`config.mk`:
```
export PLATFORM = sky130hd
export DESIGN_NAME = pulse_width_meter
export DESIGN_NICKNAME = d
export VERILOG_FILES = /design/src/rtl/pulse_width_meter.sv
export SDC_FILE = /design/constraint.sdc
export NUM_CORES = 1
export LEC_CHECK = 0
export CORE_ASPECT_RATIO = 0.6
export CORE_MARGIN = 2
export CORE_UTILIZATION = 50
export CTS_BUF_LIST = sky130_fd_sc_hd__clkbuf_8 sky130_fd_sc_hd__clkbuf_16
export CTS_CLUSTER_DIAMETER = 60
export DETAILED_ROUTE_END_ITERATION = 10
export GPL_TIMING_DRIVEN = 0
export PLACE_DENSITY_LB_ADDON = 0.12
export SYNTH_ARGS = -nofsm -noshare
export SYNTH_HDL_FRONTEND = slang
export SYNTH_SLANG_ARGS = --single-unit
```
`constraint.sdc`:
```
create_clock -name clk -period 4.5 [get_ports clk]
set_clock_uncertainty 0.05 [all_clocks]
set_input_delay 0.675 -clock clk [delete_from_list [all_inputs] [get_ports clk]]
set_output_delay 0.675 -clock clk [all_outputs]
set_load 0.02 [all_outputs]
```
`src/rtl/pulse_width_meter.sv`:
```
// Pulse-width meter: counts active cycles of a synchronised input and emits one record per pulse; optional min/max via PULSE_MINMAX_EN.
// Latency: record valid SYNC_STAGES edges after the first inactive sample of signal_in.
// Backpressure: single-entry output; a capture while the held record is stalled is dropped and sets sticky overrun.
module pulse_width_meter #(
    parameter int CNT_W       = 16,
    parameter int SYNC_STAGES = 2,
    parameter int POLARITY    = 1
) (
    input  logic             clk,
    input  logic             reset,
    input  logic             enable,
    input  logic             signal_in,
    output logic [CNT_W-1:0] dur_data,
    output logic             dur_sat,
    output logic             dur_valid,
    input  logic             dur_ready,
    output logic             overrun,
    input  logic             clear_flags
`ifdef PULSE_MINMAX_EN
    ,
    output logic [CNT_W-1:0] min_dur,
    output logic [CNT_W-1:0] max_dur
`endif
);

    localparam logic [CNT_W-1:0] CNT_MAX = '1;
    localparam logic             ACT_LVL = (POLARITY != 0);

    typedef enum logic [1:0] {ARM, IDLE, COUNT} state_t;

    state_t           state_q, state_d;
    logic [CNT_W-1:0] cnt_q;
    logic             sat_q;
    logic             s;
    logic             act;
    logic             capture;
    logic             load;
    logic             drop;

    // Synchroniser resets to the active level so a pulse straddling reset release is never measured.
    generate
        if (SYNC_STAGES == 0) begin : g_nosync
            assign s = signal_in;
        end else begin : g_sync
            logic [SYNC_STAGES-1:0] sync_q;
            always_ff @(posedge clk) begin
                if (reset) begin
                    sync_q <= {SYNC_STAGES{ACT_LVL}};
                end else begin
                    sync_q[0] <= signal_in;
                    for (int i = 1; i < SYNC_STAGES; i++) begin
                        sync_q[i] <= sync_q[i-1];
                    end
                end
            end
            assign s = sync_q[SYNC_STAGES-1];
        end
    endgenerate

    assign act = (s == ACT_LVL);

    always_comb begin
        state_d = state_q;
        capture = 1'b0;
        case (state_q)
            ARM:   if (!act) state_d = IDLE;
            IDLE:  if (act) state_d = COUNT;
            COUNT: begin
                if (!act) begin
                    state_d = IDLE;
                    capture = 1'b1;
                end
            end
            default: state_d = ARM;
        endcase
        if (!enable) begin
            state_d = ARM;
            capture = 1'b0;
        end
    end

    always_ff @(posedge clk) begin
        if (reset) begin
            state_q <= ARM;
            cnt_q   <= '0;
            sat_q   <= 1'b0;
        end else begin
            state_q <= state_d;
            if (enable && act && state_q == IDLE) begin
                cnt_q <= {{(CNT_W-1){1'b0}}, 1'b1};
                sat_q <= 1'b0;
            end else if (enable && act && state_q == COUNT) begin
                if (cnt_q != CNT_MAX) cnt_q <= cnt_q + 1'b1;
                sat_q <= sat_q | (cnt_q == CNT_MAX - 1'b1);
            end
        end
    end

    // A handshake in the same cycle frees the slot, so the new record may load.
    assign load = capture & (~dur_valid | dur_ready);
    assign drop = capture & dur_valid & ~dur_ready;

    always_ff @(posedge clk) begin
        if (reset) begin
            dur_data  <= '0;
            dur_sat   <= 1'b0;
            dur_valid <= 1'b0;
            overrun   <= 1'b0;
        end else begin
            if (load) begin
                dur_data  <= cnt_q;
                dur_sat   <= sat_q;
                dur_valid <= 1'b1;
            end else if (dur_ready) begin
                dur_valid <= 1'b0;
            end
            if (drop) overrun <= 1'b1;
            else if (clear_flags) overrun <= 1'b0;
        end
    end

`ifdef PULSE_MINMAX_EN
    // Tracks every completed pulse, including those dropped by overrun.
    always_ff @(posedge clk) begin
        if (reset) begin
            min_dur <= CNT_MAX;
            max_dur <= '0;
        end else if (clear_flags) begin
            min_dur <= capture ? cnt_q : CNT_MAX;
            max_dur <= capture ? cnt_q : '0;
        end else if (capture) begin
            if (cnt_q < min_dur) min_dur <= cnt_q;
            if (cnt_q > max_dur) max_dur <= cnt_q;
        end
    end
`endif

endmodule
```
==> out/metrics.cfg, run 1 <==
[sta]
worstMarginPinSlew_ns=0.598
tns_ns=0
max_freq_mhz=389
relSlewSlack_pct=59.7
finalHoldViolCount=0
min_period_ns=2.57
fin_crit_sh_pct=57.1
setup_viol=0
rsz0062_at_grt=false
drv_slew=0

[synthesis]
ys_seq_area_share_pct=48.0
synth_top_area_share_pct=48.0
syn-num-nets=203
avgSynthCellArea_sq_um=8.56
netlist_area_sq_um=1670
ys.flop_type=dfxtp_1
synth_cell_type_count=31
ys_async_sr_fraction_pct=0
synth_area_leaders=dfxtp_1, a21oi_1, nand3_1
ys_warn_count=0
synth_top_area_cell=dfxtp_1
synth_edf_count=0
ys_ff_latch=40
syn_inst=195

[hold_path]
whs_path_depth=1
hold_start=g_sync.sync_q[0]$_SDFF_PP1_
whs_endpoint=g_sync.sync_q[1]$_SDFF_PP1_
hp-class=register to register

[detailed_routing]
drtIter0Drc=129
wl_per_cell_microns=14.6
drt-pass1-iter-count=4
vias=1571
routed_via_density=5.80
route.detailed.drc=0
postRouteAntennaNets=0
wl_microns=3950

[power_and_ir_drop]
power.net_switching_uw=128
power.total_uw=684
combPwrFrac_pct=2.1
seqPwrFrac_pct=52.0
power.share.switching_pct=18.7
power_density_nw_per_um2=329
peakVddDrop_mv=0.221
p_leak_nw=0.630
clkPwrFrac_pct=45.9
internal_power_uw=556

[setup_path]
end_kind=register
path_buf_inv=3
cpMaxStageDelayCell=clkdlybuf4s50_1
crit_path_start_kind=input pin
r2r_start=cnt_q[1]$_SDFFE_PP0P_
required_ns=4.60
crit_family=buffers and inverters
crit_path_max_fanout=10
r2r_cells=7
r2r_slack_ns=2.16
critPathArrivalTime_ns=2.67
crit_path_cell_trace=clkdlybuf4s50_1 > nor4bb_1 > clkbuf_1 > nand2_1 > clkbuf_1 > nand2_1 > a21oi_1
slowest_delay_ns=0.53
crit_type=input pin to register
r2r-end=cnt_q[0]$_SDFFE_PP0P_

[floorplanning]
die_area_sq_um=3830
core.rowCount=16
fp.dieW_microns=78.6
coreArea_sq_um=3220
die_y_microns=48.8
io_pins=25
start_util_pct=51.8

[global_routing]
antenna_found_initial=0
track_usage_pct=22.1
grt-ovfl-total=0
first_global_vias=1461
grt_max_degree=13
grt_pass1_wl_microns=6660

[cts]
clock_latency_ns=0.28
htreeDepth=2
postCtsHoldBufs=0
tritoncts=done
cts_num_sinks=40
cts_buffers=5
root_buffer=clkbuf_8
path_clk_slew_ns=0.08
cts_buffer_depth=2
cts_resized=0
cts_setup_buffers=0

[cells_and_area]
layout_common_cells=dfxtp_1, a21oi_1, nand2_1
n_antenna_cell=0
drive_gt1_share_pct=8.85
layout_commonest_cell=dfxtp_1
syn_to_final_growth_pct=24.7
finalNetCount=233

[outcome]
status=completed

[place]
dp_hpwl_microns=2880
port_buffers=23
place.gp.congestion=0.810

[flow_run]
max-cap-violations=0

[cell type report]
class                   instances  area, sq um
well taps                      45         56.3
multi-input cells             138          793
fillers                       263         1140
plain buffers                  13         60.1
clock buffers                   7         96.3
inverters                       4         15.0
flip-flops and latches         40          801
clock inverters                 1         30.0
repair buffers                 23          230
[cell usage after synthesis, types with 4 or more instances]
cell      instances
dfxtp_1          40
a21oi_1          34
nand2_1          25
nand3_1          19
clkbuf_1         11
o21ai_0           7
o31ai_1           6
or4_1             6
nand4_1           5
or2_2             5
or3_1             5
inv_1             4
nand2b_1          4
[metal layers]
layer | up-vias | track usage [%] | wire length (microns)
met4 | 0 | 3.51 | 23
met2 | 55 | 37.6 | 1930
li1 | 770 | - | -
met5 | - | 0 | 0
met1 | 742 | 29.0 | 1740
met3 | 4 | 5.60 | 258
[logic make-up (layout without fill, tap and decap cells)]
kind of cell / count (synthesis) / after routing / synth area share [%]
simple gates: 82 / 82 / 26.8
flops: 40 / 40 / 48.0
fa+ha+maj: 2 / 2 / 1.50
mux: 1 / 1 / 0.600
compound gates: 52 / 52 / 18.1
buf+inv: 17 / 48 / 4.50
xor+xnor: 1 / 1 / 0.525
[worst max path at each step]
| stage | from | to | slack [ns] | cells past startpoint |
|---|---|---|---|---|
| 4_1_cts | enable | dur_data[15]$_SDFFE_PP0P_ | 1.95 | 7 |
| 2_1_floorplan | enable | cnt_q[14]$_SDFFE_PP0P_ | 2.55 | 5 |
| 6_report | enable | dur_data[15]$_SDFFE_PP0P_ | 1.93 | 7 |
| 3_5_place_dp | enable | dur_data[15]$_SDFFE_PP0P_ | 1.66 | 7 |
| 5_1_grt | enable | dur_data[15]$_SDFFE_PP0P_ | 1.78 | 7 |
| 3_3_place_gp | enable | dur_data[11]$_SDFFE_PP0P_ | 1.72 | 7 |
[sequential cells by signal (all words and copies together) (netlist names)]
name,flops
dur_sat,1
dur_data,16
overrun,1
g_sync.sync_q,2
cnt_q,16
state_q,2
dur_valid,1
sat_q,1
[metrics by stage]
step	setup slack (ns)	cell area, sq um	utilization, %	hold WS, ns	cells
4_1_cts	1.95	2080	64.6	0.371	271
2_1_floorplan	2.55	1670	-	0.339	195
5_1_grt	1.78	2080	64.6	0.386	271
3_5_place_dp	1.66	1960	60.7	0.354	263
6_report	1.93	2080	64.6	0.366	271
3_3_place_gp	1.72	1960	60.7	0.342	263
[power by group through the flow]
stage	logic (mW)	clock network [mW]	registers, mW
after floorplan	0.00770	0	0.364
final	0.0142	0.314	0.356
after global routing	0.0159	0.331	0.356
after global placement	0.0139	0	0.364
after detailed placement	0.0143	0	0.364
after CTS	0.0143	0.320	0.356
No activity file was read; power rests on OpenSTA's default activity.
==> run 2: changes to the inputs <==
--- a/config.mk
+++ b/config.mk
@@ -7,7 +7,7 @@
 export LEC_CHECK = 0
 export CORE_ASPECT_RATIO = 0.6
 export CORE_MARGIN = 2
-export CORE_UTILIZATION = 50
+export CORE_UTILIZATION = 47
 export CTS_BUF_LIST = sky130_fd_sc_hd__clkbuf_8 sky130_fd_sc_hd__clkbuf_16
 export CTS_CLUSTER_DIAMETER = 60
 export DETAILED_ROUTE_END_ITERATION = 10
==> constraint.sdc (replaced) <==
create_clock -name clk -period 2.3 [get_ports clk]
set_clock_uncertainty 0.05 [all_clocks]
set_input_delay 0.345 -clock clk [delete_from_list [all_inputs] [get_ports clk]]
set_output_delay 0.345 -clock clk [all_outputs]
set_load 0.02 [all_outputs]
==> run 2 against run 1 <==
Compared with the run above: core utilization fell by 2.2 points; sequential power is 96% higher; largest cell class is now multi-input combinational cells; setup slack worse by 1.7 ns; global-route usage is 0.61 points lower; register-to-register slack got worse by 2.0 ns; routed wire length increased by 1.2%; clock power is 37% higher; critical path type is now register to register; sequential share of layout area grew 0.16 points; cell count increased by 0.74%.
==> out/metrics.cfg, run 2 (same netlist as run 1, synthesis figures left out) <==
[setup_path]
r2r_start=cnt_q[12]$_SDFFE_PP0P_
required_ns=2.45
crit_path_cell_trace=nand4_1 > o41ai_4 > buf_4 > buf_6 > o21ai_0 > a21oi_1
r2r_slack_ns=0.18
cp-startpoint=cnt_q[12]$_SDFFE_PP0P_
cpMaxStageDelayCell=o41ai_4
r2r_cells=6
critPathArrivalTime_ns=2.27
crit_end=cnt_q[3]$_SDFFE_PP0P_
crit_path_max_fanout=10
slowest_delay_ns=0.54
r2r-end=cnt_q[3]$_SDFFE_PP0P_
critical_path_cell_count=6
crit_family=compound AO/OA/AOI/OAI gates
crit_type=register to register
path_buf_inv=2
crit_path_start_kind=register
end_kind=register

[detailed_routing]
vias=1562
routed_via_density=5.72
wl_microns=3990
wl_per_cell_microns=14.6
route.detailed.drc=0
drtIter0Drc=93
postRouteAntennaNets=0
drt-pass1-iter-count=5

[cts]
cts_buffer_depth=2
cts_num_sinks=40
root_buffer=clkbuf_8
tritoncts=done
cts_buffers=5
clock_latency_ns=0.29
path_clk_slew_ns=0.07
htreeDepth=2

[place]
port_buffers=23
place_inst=263
dp_hpwl_microns=2950
dpl_worst_slack_ns=-0.180
place.gp.congestion=0.803

[floorplanning]
coreArea_sq_um=3320
start_util_pct=50.2
fp.dieW_microns=80.9
io_pins=25
die_area_sq_um=4060
core.rowCount=16
die_y_microns=50.2

[global_routing]
grt_max_degree=12
grt_pass1_wl_microns=6630
track_usage_pct=21.5
grt-ovfl-total=0
grt_use_met1_pct=27.7
grt.busiest_layer=met2
first_global_vias=1469
antenna_found_initial=0
grt_util_met2_pct=34.4
use_met3_pct=5.58

[cells_and_area]
layout_common_cells=dfxtp_1, a21oi_1, nand2_1
layout_commonest_cell=dfxtp_1
largestRegisters=cnt_q (16), dur_data (16)
finalNetCount=236
drive_gt1_share_pct=10.1
ff_latch_area_sq_um=801
multi_input_area_sq_um=810
fillCellCount=315
n_antenna_cell=0
syn_to_final_growth_pct=24.2
stdcell_count=273

[sta]
setup_viol=0
min_period_ns=2.12
worstMarginPinSlew_ns=0.529
fin_crit_sh_pct=92.1
drv_slew=0
fin_ws_ns=0.181
finalHoldViolCount=0
max_freq_mhz=472
rsz0062_at_grt=false
relSlewSlack_pct=64.8

[power_and_ir_drop]
p_leak_nw=0.627
peakVddDrop_mv=0.380
power_density_nw_per_um2=558

[flow_run]
max-cap-violations=0

[hold_path]
hp-class=register to register

[outcome]
status=completed

==> run 2: cell count changes in the layout (fill, tap and decap cells not counted), sizes merged <==
cell	change
clkinv	+1
clkbuf	-2
bufinv	-1
buf	+3
inv	+1
==> run 2: power breakdown <==
part,switching [mW],internal (mW)
Combinational,0.0170,0.0116
Sequential,0.00170,0.694
Clock,0.230,0.202
Total,0.248,0.908
==> run 2: what timing repair did <==
action	4_1_cts	5_1_grt
hold buffers	0	0
gates resized for setup	0	4
endpoints found under the setup margin	0	20
buffers inserted	0	3
==> run 2: worst min path at each step <==
stage	slack [ns]	endpoint	startpoint	depth (start not counted)
2_1_floorplan	0.34	g_sync.sync_q[1]$_SDFF_PP1_	g_sync.sync_q[0]$_SDFF_PP1_	1
3_3_place_gp	0.34	g_sync.sync_q[1]$_SDFF_PP1_	g_sync.sync_q[0]$_SDFF_PP1_	1
3_5_place_dp	0.35	g_sync.sync_q[1]$_SDFF_PP1_	g_sync.sync_q[0]$_SDFF_PP1_	1
4_1_cts	0.37	g_sync.sync_q[1]$_SDFF_PP1_	g_sync.sync_q[0]$_SDFF_PP1_	1
5_1_grt	0.37	g_sync.sync_q[1]$_SDFF_PP1_	g_sync.sync_q[0]$_SDFF_PP1_	1
6_report	0.36	g_sync.sync_q[1]$_SDFF_PP1_	g_sync.sync_q[0]$_SDFF_PP1_	1
==> run 2: layout make-up <==
| type | instances | share of cell area [%] |
|---|---|---|
| clock buffer | 5 | 3.32 |
| inverter | 4 | 0.724 |
| clock inverter | 2 | 0.422 |
| sequential | 40 | 38.6 |
| buffer | 13 | 2.96 |
| timing repair buffer | 26 | 12.2 |
| multi-input combinational | 138 | 39.0 |
| tap | 45 | 2.72 |
==> run 2: per-stage QoR <==
stage | cell area [sq um] | hold WS, ns | setup TNS [ns] | total power, mW | utilization, %
2_1_floorplan | 1670 | 0.339 | 0 | 0.727 | -
3_3_place_gp | 1960 | 0.343 | -1.41 | 0.739 | 58.8
3_5_place_dp | 1960 | 0.350 | -1.63 | 0.740 | 58.8
4_1_cts | 2030 | 0.367 | 0 | 1.17 | 61.2
5_1_grt | 2070 | 0.368 | 0 | 1.19 | 62.4
6_report | 2070 | 0.363 | 0 | 1.16 | 62.4
==> run 2: metal layers <==
metal,vias up,wire length [microns],share of wire [%]
met5,-,0,0
li1,776,-,-
met2,44,1890,47
met1,737,1880,47
met3,5,167,4.2
met4,0,51,1.3
